<file path="src/rtl/uart_byte_send.sv">
`default_nettype none
// ============================================================================
// Module   : uart_byte_send
// Brief    : 8-bit UART transmitter, optional parity, 1 or 2 stop bits.
// Revision : 1.0 - initial release
// ============================================================================
module uart_byte_send #(
  parameter int CLK_FREQ  = 50_000_000,
  parameter int UART_BPS  = 115200,
  parameter int PARITY    = 0,
  parameter int STOP_BITS = 1
) (
  input  logic       sys_clk,
  input  logic       sys_rst_n,
  input  logic       uart_en,
  input  logic [7:0] uart_din,
  output logic       uart_tx_busy,
  output logic       uart_txd,
  output logic       tx_done
);

  localparam int c_bps_cnt = CLK_FREQ / UART_BPS;
  localparam int c_cnt_w   = (c_bps_cnt > 2) ? $clog2(c_bps_cnt) : 1;

  localparam logic [c_cnt_w-1:0] c_cnt_last  = c_cnt_w'(c_bps_cnt - 1);
  localparam logic [2:0]         c_stop_last = 3'(STOP_BITS - 1);

  localparam logic [2:0] c_st_idle  = 3'd0;
  localparam logic [2:0] c_st_start = 3'd1;
  localparam logic [2:0] c_st_data  = 3'd2;
  localparam logic [2:0] c_st_par   = 3'd3;
  localparam logic [2:0] c_st_stop  = 3'd4;

  if (PARITY < 0 || PARITY > 2) begin : g_bad_parity
    $error("uart_byte_send: PARITY must be 0, 1 or 2");
  end
  if (STOP_BITS < 1 || STOP_BITS > 2) begin : g_bad_stop_bits
    $error("uart_byte_send: STOP_BITS must be 1 or 2");
  end

  logic                r_en_d0;
  logic                r_en_d1;
  logic                w_start_flag;
  logic [2:0]          r_state;
  logic [2:0]          w_state_nxt;
  logic [c_cnt_w-1:0]  r_clk_cnt;
  logic [c_cnt_w-1:0]  w_clk_cnt_nxt;
  logic [2:0]          r_bit_cnt;
  logic [2:0]          w_bit_cnt_nxt;
  logic [7:0]          r_data;
  logic [7:0]          w_data_nxt;
  logic                w_bit_end;
  logic                w_parity;
  logic                r_txd;
  logic                w_txd_nxt;
  logic                r_busy;
  logic                w_busy_nxt;
  logic                r_done;
  logic                w_done_nxt;

  assign w_start_flag = r_en_d0 & ~r_en_d1;
  assign w_bit_end    = (r_clk_cnt == c_cnt_last);
  // Even parity makes the total count of ones even; odd parity inverts it.
  assign w_parity     = (PARITY == 2) ? (^r_data) : ~(^r_data);

  // State register
  always_ff @(posedge sys_clk) begin
    if (!sys_rst_n) begin
      r_state <= c_st_idle;
    end else begin
      r_state <= w_state_nxt;
    end
  end

  // Next-state logic
  always_comb begin
    w_state_nxt = r_state;
    case (r_state)
      c_st_idle: begin
        if (w_start_flag) w_state_nxt = c_st_start;
      end
      c_st_start: begin
        if (w_bit_end) w_state_nxt = c_st_data;
      end
      c_st_data: begin
        if (w_bit_end && r_bit_cnt == 3'd7)
          w_state_nxt = (PARITY != 0) ? c_st_par : c_st_stop;
      end
      c_st_par: begin
        if (w_bit_end) w_state_nxt = c_st_stop;
      end
      c_st_stop: begin
        if (w_bit_end && r_bit_cnt == c_stop_last) w_state_nxt = c_st_idle;
      end
      default: w_state_nxt = c_st_idle;
    endcase
  end

  // Bit timing and data capture; bit_cnt restarts whenever the state changes.
  always_comb begin
    w_clk_cnt_nxt = r_clk_cnt + c_cnt_w'(1);
    if (r_state == c_st_idle || w_bit_end) w_clk_cnt_nxt = '0;

    w_bit_cnt_nxt = r_bit_cnt;
    if (w_state_nxt != r_state) w_bit_cnt_nxt = 3'd0;
    else if (w_bit_end)         w_bit_cnt_nxt = r_bit_cnt + 3'd1;

    w_data_nxt = r_data;
    if (r_state == c_st_idle && w_start_flag) w_data_nxt = uart_din;
  end

  // Output logic: computed from the next state so outputs leave a flop.
  always_comb begin
    w_busy_nxt = (w_state_nxt != c_st_idle);
    w_done_nxt = (r_state == c_st_stop) && (w_state_nxt == c_st_idle);
    w_txd_nxt  = 1'b1;
    case (w_state_nxt)
      c_st_start: w_txd_nxt = 1'b0;
      c_st_data:  w_txd_nxt = r_data[w_bit_cnt_nxt];
      c_st_par:   w_txd_nxt = w_parity;
      default:    w_txd_nxt = 1'b1;
    endcase
  end

  always_ff @(posedge sys_clk) begin
    if (!sys_rst_n) begin
      r_en_d0   <= 1'b0;
      r_en_d1   <= 1'b0;
      r_clk_cnt <= '0;
      r_bit_cnt <= 3'd0;
      r_data    <= 8'd0;
      r_txd     <= 1'b1;
      r_busy    <= 1'b0;
      r_done    <= 1'b0;
    end else begin
      r_en_d0   <= uart_en;
      r_en_d1   <= r_en_d0;
      r_clk_cnt <= w_clk_cnt_nxt;
      r_bit_cnt <= w_bit_cnt_nxt;
      r_data    <= w_data_nxt;
      r_txd     <= w_txd_nxt;
      r_busy    <= w_busy_nxt;
      r_done    <= w_done_nxt;
    end
  end

  assign uart_txd     = r_txd;
  assign uart_tx_busy = r_busy;
  assign tx_done      = r_done;

endmodule
`default_nettype wire

</file>
<file path="config.mk">
export PLATFORM = sky130hd
export DESIGN_NAME = uart_byte_send
export DESIGN_NICKNAME = d
export VERILOG_FILES = /design/src/rtl/uart_byte_send.sv
export SDC_FILE = /design/constraint.sdc
export NUM_CORES = 1
export LEC_CHECK = 0
export CORE_UTILIZATION = 59
export DETAILED_ROUTE_END_ITERATION = 8
export PLACE_DENSITY = 0.86
export SLEW_MARGIN = 20
export SYNTH_ARGS = -nofsm -noshare
export SYNTH_HDL_FRONTEND = slang
export SYNTH_SLANG_ARGS = --single-unit
</file>
<file path="constraint.sdc">
create_clock -name sys_clk -period 5.2 [get_ports sys_clk]
set_clock_uncertainty 0.1 [all_clocks]
set_input_delay 1.56 -clock sys_clk [delete_from_list [all_inputs] [get_ports sys_clk]]
set_output_delay 1.56 -clock sys_clk [all_outputs]
set_load 0.02 [all_outputs]
</file>
==> results of run 1 <==
[metal layers]
metal | vias to the layer above | wire length [um] | track usage | part of all wire
met5 | - | 0 | 0 | 0
met4 | 0 | 60 | 0.0972 | 0.021
met3 | 7 | 94 | 0.0268 | 0.032
met2 | 32 | 1370 | 0.434 | 0.47
met1 | 585 | 1370 | 0.319 | 0.47
li1 | 581 | - | - | -
[worst max path at each step]
stage	startpoint	endpoint	slack [ns]	cells past startpoint
CTS	uart_txd	uart_txd	2.27	1
global placement	sys_rst_n	uart_txd	2.10	6
floorplan	r_clk_cnt[6]	uart_txd	2.82	7
detailed placement	sys_rst_n	uart_txd	1.99	6
global route	uart_txd	uart_txd	2.24	1
finish	uart_txd	uart_txd	2.28	1
[through the flow]
step / hold slack (ns) / cells / setup WS (ns) / cell area, um^2
after floorplan: 0.335 / 158 / 2.82 / 1420
after global placement: 0.358 / 195 / 2.10 / 1560
after detailed placement: 0.361 / 195 / 1.99 / 1560
after CTS: 0.401 / 198 / 2.27 / 1580
after global routing: 0.428 / 198 / 2.24 / 1580
final: 0.405 / 198 / 2.28 / 1580
[final cells by class]
type	instances	area [um^2]	share of cell area
multi-input cells	120	810	0.512
flip-flops and latches	28	561	0.355
repair buffers	13	130	0.0823
well taps	28	35.0	0.0222
clock buffers	3	22.5	0.0143
inverters	6	22.5	0.0143
[power groups by stage]
stage	Sequential (W)	Clock (W)	Combinational (W)
2_1_floorplan	0.000231	0	0.0000277
3_3_place_gp	0.000230	0	0.0000423
3_5_place_dp	0.000230	0	0.0000436
4_1_cts	0.000226	0.0000900	0.0000439
5_1_grt	0.000227	0.0000958	0.0000481
6_report	0.000226	0.0000880	0.0000440
[cell families after synthesis]
group / after synthesis / synth area share
adder cells (fa/ha/maj): 5 / 0.0441
AO/OA/AOI/OAI: 25 / 0.118
buffers and inverters: 10 / 0.0335
multiplexers: 10 / 0.0715
XOR/XNOR: 14 / 0.0865
flip-flops: 28 / 0.395
AND/OR/NAND/NOR: 66 / 0.251
[placed cells by master, fill, tap and decap left out, types with 2 or more instances in the layout]
master	instances
inv_1	6
dfxtp_1	28
or4b_1	2
nand3_1	10
and2_1	2
clkdlybuf4s50_1	13
o21ai_0	6
nand2b_1	2
nor2_1	28
xnor2_1	10
o31ai_1	2
ha_1	5
clkbuf_4	3
o2111ai_1	2
mux2i_1	9
nor4_1	2
nor3_1	3
or2_2	2
a21oi_1	6
xor2_1	4
nand2_1	3
[worst reg2reg max path, stage by stage, from the launching register on]
cell and delay [ns]:
dfxtp_1 0.40, or4b_1 0.70, nor2_4 0.25, mux2_2 0.38
or4_1 0.50, o2111ai_1 0.10, nand3_1 0.10
[state kept, by name, indices dropped and copies added (netlist names), 3 cells and up]
signal and flops:
r_clk_cnt 9, r_data 8, r_bit_cnt 3, r_state 3
[Yosys cell counts, drive strengths merged (2+ instances only)]
cell type and n:
nor2 29, dfxtp 28, nand3 10, xnor2 10, mux2i 9, a21oi 6, inv 6, o21ai 6
ha 5, xor2 4, buf 3, nand2 3, nor3 3, and2 2, nand2b 2, nor4 2
o2111ai 2, o31ai 2, or2 2, or4b 2
==> summary.txt, run 1 <==
Status
  – Status: finished, final reports clean

STA
  – Final period util: 0.562
  – Fmax achieved: 0.342 GHz
  – Final hold vios: 0
  – RSZ-0062 raised after global routing: no
  – Fin. max-slew vios: 0
  – Setup Viol. Count Final: 0
  – Max_slew headroom: 0.545
  – Minimum clock period: 2.92 ns
  – Sum of negative setup slack: 0 ns
  – Worst-Margin Slew: 0.679 ns

Drt
  – Vias/cell: 6.09
  – Vias: 1205
  – Final ANT Viol Nets: 0
  – DR iter-0 viols: 40
  – Pre-Repair DR Iteration Count: 4
  – Drt drc: 0
  – Routed wire length: 2890 um
  – Drt wl/cell: 14.6 um

Synth
  – Synth top area share: 0.395
  – Syn_area_per_cell: 8.97 um^2
  – Mapped Cells: 158
  – Post-synthesis cell type count: 44
  – Part of the Yosys area used for sequential elements: 0.395
  – Post-Syn Nets: 174
  – Top post-synthesis cells by area: dfxtp_1, nor2_1, mux2i_1
  – Primary FF master, synth: dfxtp_1
  – FFs w/ async S/R, synth: 0
  – Post-Synthesis Cell Area: 0.00142 mm^2
  – Synth Register Bits: 28
  – Cell taking the most area after synthesis: dfxtp_1
  – EDFF count, synth: 0
  – Synth warnings: 0

Power and ir drop
  – Total power: 0.000358 W
  – Logic pwr share: 0.123
  – Clock power share: 0.246
  – Internal power: 0.000272 W
  – Switching part of the total power: 0.240
  – Leakage: 0.588 nW
  – Pwr dens: 226 mW/mm^2
  – Sw Pwr: 0.0000860 W
  – Max VDD drop: 0.196 mV
  – Sequential share of power: 0.631

CTS
  – Clk sink count: 28
  – CTS max path bufs: 2
  – Hold-fix buffers, CTS: 0
  – CTS HTree Levels: 1
  – Clock Latency Late Sink: 0.33 ns
  – Num CTS Buffers: 3
  – Setup Buffers After CTS: 0
  – TritonCTS clock tree: built
  – Root buf cell: clkbuf_4
  – Clock slew at reported path FFs: 0.14 ns
  – PostCTS Resize Cnt: 0

Placed design
  – Post-DP HPWL: 2220 um
  – RD Place Congestion: 0.839
  – Port bufs: 13

Global routing
  – Vias in the first global route: 1111
  – GRT Resource Usage Total: 0.252
  – First-pass GRT wire length: 4960 um
  – Largest net degree at the start of global routing: 15
  – Initial antenna violation count: 0
  – Total global routing overflow: 0

Critical path
  – CP max stage cell: clkdlybuf4s50_1
  – Critical Path RT: 3.54 ns
  – FF-to-FF Start: r_clk_cnt[2]
  – Critical Setup Path Class: register to primary output
  – WP data arrival: 1.26 ns
  – Worst Path Buf+Inv: 1
  – Crit. End Element: primary output
  – R2R Setup Slk: 2.58 ns
  – Worst Setup Start Kind: register
  – Largest stage delay on the critical path: 0.60 ns
  – R2R depth: 6
  – Worst reg2reg path endpoint: uart_txd
  – Largest delay share family, worst path: buffers and inverters
  – Critical path peak fanout: 1
  – Worst-path cell chain: clkdlybuf4s50_1

Die
  – Cell row count: 17
  – Die height: 51.0 um
  – Initial cell density of the core: 0.635
  – Die Wd: 51.0 um
  – IO Count: 14
  – Die area: 0.00260 mm^2
  – Core footprint: 0.00223 mm^2

Finish
  – Layout area overhead: 11.5%
  – Share of post-route cells with drive strength above 1: 0.0529
  – Filler cell count: 180
  – Final Util: 0.708
  – Antenna Cells: 0
  – Layout Nets: 188

Run
  – Max capacitance violation total: 0

Worst hold path
  – Hold path depth: 1
  – HP Start: r_en_d0
  – Hold Crit Endpoint: r_en_d1
  – Hold Path Class: register to register
Note: power is estimated with default switching activity, not from simulation.
==> inputs of run 2 (changes only) <==
--- a/config.mk
+++ b/config.mk
@@ -5,9 +5,9 @@
 export SDC_FILE = /design/constraint.sdc
 export NUM_CORES = 1
 export LEC_CHECK = 0
-export CORE_UTILIZATION = 59
+export CORE_UTILIZATION = 55
 export DETAILED_ROUTE_END_ITERATION = 8
-export PLACE_DENSITY = 0.86
+export PLACE_DENSITY = 0.81
 export SLEW_MARGIN = 20
 export SYNTH_ARGS = -nofsm -noshare
 export SYNTH_HDL_FRONTEND = slang
==> constraint.sdc (replaced) <==
create_clock -name sys_clk -period 2.94 [get_ports sys_clk]
set_clock_uncertainty 0.1 [all_clocks]
set_input_delay 0.882 -clock sys_clk [delete_from_list [all_inputs] [get_ports sys_clk]]
set_output_delay 0.882 -clock sys_clk [all_outputs]
set_load 0.02 [all_outputs]
==> run 2 against run 1 <==
Net effect: routed wire length rose by 5.7%; critical path depth increased by 5; highest routed layer unchanged; core utilization is 5.1 points lower; critical endpoint is now uart_txd; worst setup slack worse by 1.9 ns; clock power grew to 2.9 times the previous value; die area grew 7.0%; via count down 1.4%.
==> summary.txt, run 2 (same netlist as run 1, synthesis figures left out) <==
Critical path
  – R2R Setup Slk: 0.36 ns
  – Critical path peak fanout: 8
  – Largest delay share family, worst path: simple AND/OR/NAND/NOR gates
  – Worst Setup Start Kind: register
  – WP data arrival: 2.73 ns
  – Largest stage delay on the critical path: 0.68 ns
  – Worst-path cell chain: or4b_1, nor2_4, mux2_2, or4_1, o2111ai_1, nand3_1
  – Worst Path Buf+Inv: 0
  – CP max stage cell: or4b_1
  – Critical Setup Path Class: register to register
  – Crit. End Element: register
  – Critical Path RT: 3.09 ns

Finish
  – Layout Nets: 188
  – Filler cell count: 197
  – Final Util: 0.657
  – Max reg flops: 9
  – Top flop regs: r_clk_cnt (9), r_data (8)
  – Layout area overhead: 13.8%
  – Share of post-route cells with drive strength above 1: 0.0585
  – Commonest cells after routing, fill and taps aside: nor2_1, dfxtp_1, clkdlybuf4s50_1
  – Biggest register: r_clk_cnt
  – Antenna Cells: 0

CTS
  – Clock Latency Late Sink: 0.34 ns
  – Clk sink count: 28
  – TritonCTS clock tree: built
  – PostCTS Resize Cnt: 0
  – CTS max path bufs: 2
  – Hold-fix buffers, CTS: 0
  – Clock slew at reported path FFs: 0.16 ns
  – CTS HTree Levels: 1
  – Root buf cell: clkbuf_4
  – Setup Buffers After CTS: 0
  – Num CTS Buffers: 3

Drt
  – Vias/cell: 5.91
  – DR iter-0 viols: 50
  – Drt wl/cell: 15.2 um
  – Drt drc: 0
  – Routed wire length: 3060 um
  – Final ANT Viol Nets: 0
  – Vias: 1188
  – Pre-Repair DR Iteration Count: 4

Global routing
  – Initial antenna violation count: 0
  – Largest net degree at the start of global routing: 17
  – GRT Resource Usage Total: 0.236
  – Vias in the first global route: 1121
  – First-pass GRT wire length: 4800 um
  – Total global routing overflow: 0

Power and ir drop
  – Pwr dens: 453 mW/mm^2
  – Leakage: 0.602 nW
  – Max VDD drop: 0.340 mV

STA
  – Worst-Margin Slew: 0.743 ns
  – RSZ-0062 raised after global routing: no
  – Fin. max-slew vios: 0
  – Final hold vios: 0
  – Sum of negative setup slack: 0 ns
  – Setup Viol. Count Final: 0
  – Minimum clock period: 2.58 ns
  – Hold WS: 0.400 ns
  – Max_slew headroom: 0.503
  – Final period util: 0.876
  – Fmax achieved: 0.388 GHz

Die
  – Die height: 52.8 um
  – Die Wd: 52.8 um
  – Die area: 0.00278 mm^2
  – Cell row count: 18
  – IO Count: 14
  – Initial cell density of the core: 0.577
  – Core footprint: 0.00245 mm^2

Placed design
  – Post-DP HPWL: 2240 um
  – RD Place Congestion: 0.872
  – Port bufs: 13

Status
  – Status: finished, final reports clean

Worst hold path
  – Hold Path Class: register to register

Run
  – Max capacitance violation total: 0
## run 2: path summary, 6_finish.rpt
| kind | cells after the start | endpoint | startpoint |
|---|---|---|---|
| hold reg to reg | 1 | r_clk_cnt[0] | r_clk_cnt[0] |
| setup / recovery | 6 | uart_txd | r_clk_cnt[2] |
| setup reg to reg | 6 | uart_txd | r_clk_cnt[2] |
| hold / removal | 1 | r_clk_cnt[0] | r_clk_cnt[0] |
## run 2: through the flow
step                      power (W)  cells  setup WS (ns)  area, um^2
after floorplan            0.000457    158          0.557        1420
after global placement     0.000482    197          0.458        1560
after detailed placement   0.000485    197          0.412        1560
after CTS                  0.000733    201          0.395        1610
after global routing       0.000756    201          0.288        1610
final                      0.000731    201          0.363        1610
## run 2: where the power goes
part | leakage, nW | internal (W) | switching (W)
combinational | 0.346 | 0.0000426 | 0.0000359
sequential | 0.227 | 0.000390 | 0.00000907
clock | 0.0279 | 0.000138 | 0.000115
total | 0.602 | 0.000571 | 0.000160
## run 2: area by class of cell
class / instances / area, um^2 / share of cell area
clock buffer: 3 / 22.5 / 0.0140
clock inverter: 1 / 30.0 / 0.0186
sequential: 28 / 561 / 0.348
multi-input combinational: 120 / 810 / 0.502
inverter: 6 / 22.5 / 0.0140
tap: 30 / 37.5 / 0.0233
timing repair buffer: 13 / 130 / 0.0807
## run 2: worst reg2reg max path, delay by kind of cell, from the launching register on
family	cells	cell delay [ns]
AO/OA/AOI/OAI	1	0.09
flip-flops	1	0.40
multiplexers	1	0.37
AND/OR/NAND/NOR	4	1.53
## run 2: per-layer routing
layer / global-route usage / part of all wire / vias to the layer above
met1: 0.283 / 0.45 / 561
li1: - / - / 584
met3: 0.0406 / 0.045 / 5
met5: 0 / 0 / -
met2: 0.390 / 0.48 / 38
met4: 0.136 / 0.017 / 0
==> inputs of run 3 (changes only) <==
--- a/config.mk
+++ b/config.mk
@@ -7,8 +7,7 @@
 export LEC_CHECK = 0
 export CORE_UTILIZATION = 55
 export DETAILED_ROUTE_END_ITERATION = 8
-export PLACE_DENSITY = 0.81
-export SLEW_MARGIN = 20
+export PLACE_DENSITY = 0.77
 export SYNTH_ARGS = -nofsm -noshare
 export SYNTH_HDL_FRONTEND = slang
 export SYNTH_SLANG_ARGS = --single-unit
==> run 3 against run 2 <==
Net effect: clock power shrank 28%; critical path depth stayed put; largest power group unchanged; sequential power is essentially flat; highest routed layer unchanged; via count is 4.8% lower.
==> summary.txt, run 3 (same netlist as run 1, synthesis figures left out) <==
Status
  – Status: finished, final reports clean

Global routing
  – Vias in the first global route: 1008
  – Initial antenna violation count: 0
  – Routing usage on met1: 0.279
  – Largest net degree at the start of global routing: 16
  – Grt peak-use layer: met2
  – GRT Resource Usage Total: 0.221
  – GR Util met3: 0.0522
  – Total global routing overflow: 0
  – First-pass GRT wire length: 4460 um
  – Met2 Use GR: 0.367

Finish
  – Max reg flops: 9
  – Biggest register: r_clk_cnt
  – Share of post-route cells with drive strength above 1: 0.0585
  – Antenna Cells: 0
  – Layout Nets: 188
  – Top flop regs: r_clk_cnt (9), r_data (8)
  – Commonest cells after routing, fill and taps aside: nor2_1, dfxtp_1, clkdlybuf4s50_1
  – Layout area overhead: 12.6%

CTS
  – PostCTS Resize Cnt: 0
  – Hold-fix buffers, CTS: 0
  – Clock Latency Late Sink: 0.32 ns
  – Clk sink count: 28
  – CTS max path bufs: 2
  – Clock slew at reported path FFs: 0.14 ns
  – Setup Buffers After CTS: 0
  – Num CTS Buffers: 3
  – CTS HTree Levels: 1
  – TritonCTS clock tree: built
  – Root buf cell: clkbuf_4

Power and ir drop
  – Logic pwr share: 0.116
  – Max VDD drop: 0.384 mV
  – Clock power share: 0.277
  – Sw Pwr: 0.000148 W
  – Leakage: 0.595 nW
  – Internal power: 0.000508 W
  – Sequential share of power: 0.607
  – Switching part of the total power: 0.226
  – Total power: 0.000657 W
  – Pwr dens: 411 mW/mm^2

STA
  – Fmax achieved: 0.388 GHz
  – Worst-Margin Slew: 0.663 ns
  – RSZ-0062 raised after global routing: no
  – Final period util: 0.878
  – Minimum clock period: 2.58 ns
  – Sum of negative setup slack: 0 ns
  – Setup Viol. Count Final: 0
  – Fin. max-slew vios: 0
  – Max_slew headroom: 0.556
  – Final hold vios: 0

Worst hold path
  – Hold Path Class: register to register
  – HP Start: r_clk_cnt[0]

Die
  – Cell row count: 18
  – Core footprint: 0.00245 mm^2
  – Die area: 0.00278 mm^2
  – IO Count: 14
  – Die Wd: 52.8 um
  – Initial cell density of the core: 0.577
  – Die height: 52.8 um

Critical path
  – Crit. End Element: register
  – WP data arrival: 2.71 ns
  – Worst Setup Start Kind: register
  – Critical Setup Path Class: register to register
  – Critical Path RT: 3.07 ns
  – CP Launch Point: r_clk_cnt[6]
  – Critical path peak fanout: 8
  – FF-to-FF Start: r_clk_cnt[6]

Drt
  – Drt drc: 0
  – Vias/cell: 5.63
  – Pre-Repair DR Iteration Count: 5
  – Drt wl/cell: 13.3 um
  – Final ANT Viol Nets: 0
  – Routed wire length: 2670 um
  – Vias: 1131
  – DR iter-0 viols: 45

Placed design
  – Port bufs: 13
  – RD Place Congestion: 0.887
  – Post-DP HPWL: 1990 um

Run
  – Max capacitance violation total: 0
## run 3: power by group through the flow
stage | Sequential [W] | Clock [W] | Combinational [W]
global placement | 0.000407 | 0 | 0.0000756
detailed placement | 0.000407 | 0 | 0.0000760
CTS | 0.000399 | 0.000190 | 0.0000764
floorplan | 0.000408 | 0 | 0.0000490
global route | 0.000400 | 0.000208 | 0.0000833
finish | 0.000399 | 0.000182 | 0.0000760
## run 3: area by class of cell
class                      count  area (um^2)
fill                         206          858
multi-input combinational    120          810
sequential                    28          561
timing repair buffer          13          130
tap                           30         37.5
clock buffer                   4         36.3
inverter                       6         22.5
## run 3: metal layers
layer	up-vias	wire length [um]
met4	0	36
li1	582	-
met3	4	138
met1	514	1240
met2	31	1250
met5	-	0
## run 3: path summary, 6_finish.rpt
path	to	slack, ns	cells past startpoint
min reg2reg	r_clk_cnt[0]	0.40	1
max reg2reg	uart_txd	0.36	6
min	r_clk_cnt[0]	0.40	1
max	uart_txd	0.36	6
## run 3: worst max-delay path, cell delays in order (launching register included)
cell       delay (ns)
dfxtp_1          0.38
or4b_1           0.70
nor2_4           0.25
mux2_2           0.37
or4_1            0.49
o2111ai_1        0.09
nand3_1          0.09
## run 3: metrics by stage
stage | hold WS, ns | setup slack (ns) | util | instance area (um^2) | std cells
floorplan | 0.335 | 0.557 | - | 1420 | 158
global placement | 0.361 | 0.455 | 0.636 | 1560 | 197
finish | 0.399 | 0.360 | 0.650 | 1600 | 201
detailed placement | 0.375 | 0.403 | 0.636 | 1560 | 197
global route | 0.428 | 0.230 | 0.650 | 1600 | 201
CTS | 0.408 | 0.361 | 0.650 | 1600 | 201
